`src/rtl/sv_range_classifier.sv`:
```
// sv_range_classifier
//   Streaming classifier. Each accepted word is tested against NUM_RANGES
//   run-time programmable inclusive windows [lo:hi]. The word, its per-window
//   hit vector, an any-hit flag and the lowest hitting index are captured into
//   a single output register behind a valid/ready handshake.
//
// Parameters
//   DATA_W      width of data words and window bounds (unsigned)
//   NUM_RANGES  number of windows (>=1)
//   CNT_W       width of each hit counter
//
// Ports
//   clk, rst                  rising-edge clock, synchronous active-high reset
//   cfg_we/idx/lo/hi/en       window table write port (idx >= NUM_RANGES ignored)
//   in_valid/in_ready/in_data input stream
//   out_valid/out_ready       output stream handshake
//   out_data                  classified word, passed through
//   out_hit_vec               bit i set when the word is inside enabled window i
//   out_any                   OR of out_hit_vec
//   out_first_idx             lowest set index of out_hit_vec, 0 when none
//   cnt_clr                   clear all hit counters
//   cnt_rd_idx/cnt_rd_val     combinational read of a registered hit counter
//
// Build option
//   RANGE_HIT_CNT_EN  defined: per-window saturating hit counters are built.
//                     undefined: no counters, cnt_rd_val reads 0.

module sv_range_classifier_win #(
  parameter int DATA_W = 8
) (
  input  logic [DATA_W-1:0] lo,
  input  logic [DATA_W-1:0] hi,
  input  logic              en,
  input  logic [DATA_W-1:0] data,
  output logic              hit
);
  // lo > hi can never satisfy both bounds, so such a window is simply empty.
  assign hit = en && (lo <= data) && (data <= hi);
endmodule

module sv_range_classifier #(
  parameter int DATA_W     = 8,
  parameter int NUM_RANGES = 4,
  parameter int CNT_W      = 16,
  localparam int IDX_W     = (NUM_RANGES > 1) ? $clog2(NUM_RANGES) : 1
) (
  input  logic                  clk,
  input  logic                  rst,
  input  logic                  cfg_we,
  input  logic [IDX_W-1:0]      cfg_idx,
  input  logic [DATA_W-1:0]     cfg_lo,
  input  logic [DATA_W-1:0]     cfg_hi,
  input  logic                  cfg_en,
  input  logic                  in_valid,
  input  logic [DATA_W-1:0]     in_data,
  output logic                  in_ready,
  output logic                  out_valid,
  input  logic                  out_ready,
  output logic [DATA_W-1:0]     out_data,
  output logic [NUM_RANGES-1:0] out_hit_vec,
  output logic                  out_any,
  output logic [IDX_W-1:0]      out_first_idx,
  input  logic                  cnt_clr,
  input  logic [IDX_W-1:0]      cnt_rd_idx,
  output logic [CNT_W-1:0]      cnt_rd_val
);

  typedef struct packed {
    logic              en;
    logic [DATA_W-1:0] lo;
    logic [DATA_W-1:0] hi;
  } win_t;

  typedef struct packed {
    logic [DATA_W-1:0]     data;
    logic [NUM_RANGES-1:0] hit_vec;
    logic                  any;
    logic [IDX_W-1:0]      first_idx;
  } res_t;

  win_t [NUM_RANGES-1:0] win_tbl;
  logic [NUM_RANGES-1:0] hit;
  logic [IDX_W-1:0]      first_idx;
  logic                  in_xfer;
  res_t                  res_q;

  assign in_ready = !out_valid || out_ready;
  assign in_xfer  = in_valid && in_ready;

  // Window table. Indices with no matching window never compare equal, so
  // out-of-range writes drop out without an explicit bound check.
  always_ff @(posedge clk) begin
    if (rst) begin
      win_tbl <= '0;
    end else begin
      for (int i = 0; i < NUM_RANGES; i++)
        if (cfg_we && cfg_idx == IDX_W'(i))
          win_tbl[i] <= '{en: cfg_en, lo: cfg_lo, hi: cfg_hi};
    end
  end

  for (genvar g = 0; g < NUM_RANGES; g++) begin : g_win
    sv_range_classifier_win #(.DATA_W(DATA_W)) u_win (
      .lo   (win_tbl[g].lo),
      .hi   (win_tbl[g].hi),
      .en   (win_tbl[g].en),
      .data (in_data),
      .hit  (hit[g])
    );
  end

  // Priority encoder: scanning downward leaves the lowest hit index last.
  always_comb begin
    first_idx = '0;
    for (int i = NUM_RANGES - 1; i >= 0; i--)
      if (hit[i]) first_idx = IDX_W'(i);
  end

  // Single output stage; a new word may replace the current one in the same
  // cycle it is taken downstream.
  always_ff @(posedge clk) begin
    if (rst) begin
      out_valid <= 1'b0;
      res_q     <= '0;
    end else if (in_xfer) begin
      out_valid <= 1'b1;
      res_q     <= '{data: in_data, hit_vec: hit, any: |hit, first_idx: first_idx};
    end else if (out_ready) begin
      out_valid <= 1'b0;
    end
  end

  assign out_data      = res_q.data;
  assign out_hit_vec   = res_q.hit_vec;
  assign out_any       = res_q.any;
  assign out_first_idx = res_q.first_idx;

`ifdef RANGE_HIT_CNT_EN
  logic [NUM_RANGES-1:0][CNT_W-1:0] hit_cnt;

  // Clear takes priority over a coincident hit; counts stick at all-ones.
  always_ff @(posedge clk) begin
    if (rst || cnt_clr) begin
      hit_cnt <= '0;
    end else begin
      for (int i = 0; i < NUM_RANGES; i++)
        if (in_xfer && hit[i] && hit_cnt[i] != '1)
          hit_cnt[i] <= hit_cnt[i] + CNT_W'(1);
    end
  end

  always_comb begin
    cnt_rd_val = '0;
    for (int i = 0; i < NUM_RANGES; i++)
      if (cnt_rd_idx == IDX_W'(i)) cnt_rd_val = hit_cnt[i];
  end
`else
  logic unused_cnt_in;
  assign unused_cnt_in = ^{cnt_clr, cnt_rd_idx};
  assign cnt_rd_val    = '0;
`endif

endmodule

```
`config.mk`:
```
export PLATFORM = sky130hd
export DESIGN_NAME = sv_range_classifier
export DESIGN_NICKNAME = d
export VERILOG_FILES = /design/src/rtl/sv_range_classifier.sv
export SDC_FILE = /design/constraint.sdc
export NUM_CORES = 1
export LEC_CHECK = 0
export CAP_MARGIN = 15
export CELL_PAD_IN_SITES_DETAIL_PLACEMENT = 0
export CELL_PAD_IN_SITES_GLOBAL_PLACEMENT = 1
export CORE_ASPECT_RATIO = 0.75
export CORE_MARGIN = 3
export CORE_UTILIZATION = 43
export DETAILED_ROUTE_END_ITERATION = 10
export PLACE_DENSITY = 0.84
export SYNTH_ARGS = -nofsm -noshare
export SYNTH_HDL_FRONTEND = slang
export SYNTH_SLANG_ARGS = --single-unit
```
`constraint.sdc`:
```
create_clock -name clk -period 3.5 [get_ports clk]
set_input_delay 1.05 -clock clk [delete_from_list [all_inputs] [get_ports clk]]
set_output_delay 1.05 -clock clk [all_outputs]
set_load 0.03 [all_outputs]
```
## Word-level counts from Yosys, hierarchy flattened

Index checks and enable logic that the tools add are counted.

- Flip-flop bits (word level): 84
- Latch bits: 0
- Memory bits (writable): 0
- Bits in read-only memories: 0
- Input port bits: 35
- Output and inout port bits: 33
- Memories kept: 0

- Add/subtract/negate cells: 0
- Multiply operators: 0
- Divide/modulo/power cells: 0
- Magnitude comparators: 8
- Equal/unequal tests: 3
- Shift-type cells: 0
- Muxes and demuxes: 6
- Bitwise gates (word level): 0
- Reductions and logical operators: 18

Operators with widths:

| cell | number |
|---|---|
| $le A8 B8 Y1 | 8 |
| $logic_and A1 B1 Y1 | 13 |
| $mux W2 | 4 |
| $eq A2 B2 Y1 const B | 2 |
| $reduce_or A4 Y1 | 1 |
| $eq A2 B1 Y1 const B | 1 |
| $logic_not A2 Y1 | 1 |
| $mux W1 | 2 |
| $reduce_bool A2 Y1 | 1 |
| $logic_not A1 Y1 | 1 |
| $logic_or A1 B1 Y1 | 1 |

## Longest topological paths before layout

- Depth after elaboration: 7
- Mapped depth: 9

## Hierarchy

From an unflattened synthesis, not the netlist that was laid out.

- Cells, all modules: 618
- Area total of the unflattened synthesis: 4862.2 um^2

By module, submodules not included:

| module | times used | cells an instance | area an instance (um^2) | sequential area each (um^2) |
|---|---|---|---|---|
| sv_range_classifier | 1 | 394 | 3160.5 | 1681.6 |
| sv_range_classifier_win at g_win[0].u_win ... | 3 | 56 | 426.7 | 0.0 |
| sv_range_classifier_win at g_win[1].u_win | 1 | 56 | 421.7 | 0.0 |

## Worst setup path after synthesis

No wires, ideal clock.

- Path type: input port to flip-flop
- From: in in_data[1]
- To: reg res_q (netlist bit out_first_idx[0])
- Library setup time: 117 ps
- Arrival: 2471 ps
- Setup slack: 911 ps
- Stages on the path: 9
- Buffers on the path: 0
- Path through: inv_1 > ha_1 > nor2b_1 > o211ai_2 > a21oi_1 > a2111oi_1 > o22a_1 > o21ai_1 > a32o_1

- Word-level cells in the longest chain between the ends: 7

RTL lines:

| item | RTL line | RTL |
|---|---|---|
| start: declaration | 55 | `input logic [DATA_W-1:0] in_data,` |
| $le A8 B8 Y1 | 38 | `assign hit = en && (lo <= data) && (data <= hi);` |
| $logic_and A1 B1 Y1 (2 in a row) | 38 |  |
| $mux W2 (3 in a row) | 116 | `if (hit[i]) first_idx = IDX_W'(i);` |
| $mux W2 (*) | 116 |  |
| end signal: assignment | 127 | `res_q <= '{data: in_data, hit_vec: hit, any: \|hit, first_idx: first_idx};` |
| end: declaration | 85 | `res_t res_q;` |

Mark *: on every way between the ends. The rest lies on a longest branch, timed or not.
A chain may end at the register's enable or synchronous reset.

## Final worst setup path

- From: in out_ready
- To: out in_ready

- Word-level cells in the longest chain between the ends: 1

RTL lines:

| item | RTL line | RTL |
|---|---|---|
| start: declaration | 58 | `input logic out_ready,` |
| $logic_or A1 B1 Y1 | 87 | `assign in_ready = !out_valid \|\| out_ready;` |
| end: declaration | 56 | `output logic in_ready,` |

Every way passes these cells.

==> results.yml <==
synth:
  synthSimpleGateAreaFrac_pct: 20.8
  yosys_register_bits: 84
  synthAdderAreaFrac_pct: 17.4
  ys_top_cells_by_area: "dfxtp_1, ha_1, nand2_1"
  seq_area_frac_synth_pct: 36.5
  synth-compound-area-share_pct: 17.1
  yosysWarnings: 0
  synth.most_common_cell: "nand2_1"
  ys_types: 42
  synth_common_cells: "nand2_1, a21oi_1, dfxtp_1"
  synth_top_family_by_area: "simple AND/OR/NAND/NOR gates"
  async_flop_share_pct: 0
  postSynthCellCount: 588
  yosysTopAreaCell: "dfxtp_1"
  ys.flop_type: "dfxtp_1"
  synth_edf_count: 0
  synth_xor_area_share_pct: 0
  syn_area_um2: 4600
  synth.top_cell.area_share_pct: 36.5
  avgSynthCellArea_um2: 7.83
  muxShareOfSynthArea_pct: 0
setup_path:
  critical_path_required_ns: 2.45
  r2r_start: "win_tbl[56]$_SDFFE_PP0P_"
  path_max_fanout: 4
  cpMostUsedCell: "clkdlybuf4s50_1"
  cp_slowest_stage_delay_ns: 0.69
  cp_cell_sequence: "clkdlybuf4s50_1 > nand2b_1 > clkdlybuf4s50_1"
  cp_slowest_cell: "clkdlybuf4s50_1"
  end_kind: "output port"
  path_class: "input port to output port"
  critPathLaunch: "out_ready"
  arrival_ns: 2.33
  start_kind: "input port"
drt:
  drc: 0
  wl_per_cell_um: 16.2
  dr.pass1.iters: 4
  wl_um: 12600
  antenna_left: 0
  vias: 4020
  drt-initial-drc-count: 219
  vias_per_cell: 5.16
pwr:
  p_int_mw: 1.63
  leakagePower_nw: 2.13
  switching_share_pct: 28.6
  power_density_nw_per_um2: 415
  power.net_switching_mw: 0.653
  power.total_mw: 2.29
  power_frac_seq_pct: 44.1
  p_clk_share_pct: 40.2
  p_comb_share_pct: 15.7
  ir_worst_vdd_uv: 237
sta:
  finalSetupViolations: 0
  max_clock_freq_mhz: 296
  slew_violations: 0
  fin_crit_sh_pct: 96.6
  setup-tns-final_ns: 0
  rsz0062_at_grt: "no"
  fin_worst_hold_slack_ns: 0.456
  finalCriticalPeriod_ns: 3.38
  slew_headroom_pct: 57.5
  worst_pin_slew_ns: 0.637
  fin_skew_ns: 0.00598
  finalHoldViolCount: 0
flow_run:
  drv_cap: 0
clock_network:
  post-cts-setup-buffers: 0
  clock_path_buffers: 2
  clock-sinks: 84
  cts_resized: 0
  cts_buffers: 9
  cts_hold_buf: 0
  root_buffer: "clkbuf_16"
  cts_tree: "done"
  clkTransAtPathRegs_ns: 0.07
  cts_htree_levels: 3
  clk_latency_ns: 0.35
finish:
  register_area_um2: 1680
  finalInstanceArea_um2: 5510
  nNetsFinal: 737
  nFillCells: 980
  drive_gt1_share_pct: 6.84
  multi_input_comb_area_um2: 2610
  layoutNonFillerInstCount: 779
  num_antenna_cells: 0
  syn_to_final_growth_pct: 19.7
floorplanning:
  die_h_um: 95.6
  core_um2: 10400
  die_area_um2: 12000
  start_util_pct: 44.4
  pin_count: 68
  die_w_um: 125
  rows: 32
placed_design:
  port_buffers: 48
  placed_area_um2: 5220
  gp_congestion: 0.863
  dp_cells: 763
  post-dp-hpwl_um: 9390
global_routing:
  grt_use_total_pct: 21.7
  overflow: 0
  grt_pass1_vias: 3821
  grt_pass1_wl_um: 20100
  grt_max_degree: 51
  antenna_found_initial: 0
worst_hold_path:
  holdCritPathClass: "flip-flop to flip-flop"
  min-delay-start: "out_data[7]$_SDFFE_PP0P_"
outcome:
  outcome: "complete, no violations"
==> logic make-up (layout without fill, tap and decap cells) <==
family / count (synthesis) / count (layout)
and+or+nand+nor: 222 / 222
AOI/OAI and AO/OA: 135 / 135
DFF: 84 / 84
buffers and inverters: 82 / 122
adders and majority gates: 64 / 64
other: 1 / 16
==> registers in the layout, summed over array words and instances, names as in the netlist <==
name	cells
out_any	1
win_tbl	68
out_hit_vec	4
out_data	8
out_first_idx	2
out_valid	1
==> routing by layer <==
layer / vias to the layer above / GRT usage [%] / share of wire, % / routed length, um
met2: 133 / 32.0 / 43 / 5390
met1: 1823 / 31.3 / 47 / 5930
met4: 0 / 7.58 / 1.7 / 216
met3: 18 / 4.70 / 8.7 / 1100
met5: - / 0 / 0 / 0
li1: 2046 / - / - / -
==> power by group through the flow <==
stage / registers (mW) / clock network (mW) / logic, mW
2_1_floorplan: 1.04 / 0 / 0.214
3_3_place_gp: 1.03 / 0 / 0.343
3_5_place_dp: 1.03 / 0 / 0.357
4_1_cts: 1.01 / 0.931 / 0.358
5_1_grt: 1.01 / 0.970 / 0.399
6_report: 1.01 / 0.918 / 0.359
==> final timing paths <==
kind                                                       to  slack (ns)  cells after the start
worst max-delay path                                 in_ready        0.12                      3
worst min-delay path                 out_data[7]$_SDFFE_PP0P_        0.46                      2
worst max register to register  out_first_idx[0]$_SDFFE_PP0P_        1.24                      9
worst min register to register       out_data[7]$_SDFFE_PP0P_        0.46                      2
==> cell type report <==
| type | count | share of cell area [%] |
|---|---|---|
| clock buffers | 10 | 4.34 |
| clock inverters | 6 | 0.863 |
| inverters | 42 | 2.86 |
| multi-input cells | 437 | 47.3 |
| flip-flops and latches | 84 | 30.5 |
| well taps | 136 | 3.09 |
| repair buffers | 64 | 11.0 |
==> per-stage QoR <==
step           setup WS [ns]  utilization [%]
5_1_grt              0.00980             53.1
3_3_place_gp         -0.0501             50.4
6_report               0.119             53.1
4_1_cts                0.113             53.1
3_5_place_dp          -0.143             50.4
2_1_floorplan          0.911                -
==> cells in the final DEF, fill, tap and decap left out, types with 2 or more instances in the layout <==
master / synthesis / routed
nand2b_1: 2 / 2
nand4_1: 14 / 14
nor4b_1: 2 / 2
ha_1: 64 / 64
nor2b_1: 8 / 8
o21ai_0: 10 / 10
o211ai_1: 4 / 4
dfxtp_1: 84 / 84
o22ai_1: 2 / 2
nand3_1: 3 / 3
a21oi_1: 101 / 101
clkinvlp_4: 0 / 4
a32o_1: 2 / 2
inv_1: 42 / 42
o211ai_2: 3 / 3
and2_1: 2 / 2
clkbuf_16: 0 / 9
nand2_1: 167 / 167
nor2_1: 13 / 13
buf_4: 16 / 15
conb_1: 1 / 16
nor3_1: 2 / 2
clkdlybuf4s50_1: 0 / 47
o21bai_1: 2 / 2
a211oi_1: 3 / 3
==> worst max-delay path: cells and delay by family <==
family	cells	cell delay, ns
AND/OR/NAND/NOR	1	0.15
buffers and inverters	2	1.13
Power figures use the tool's default switching activity.
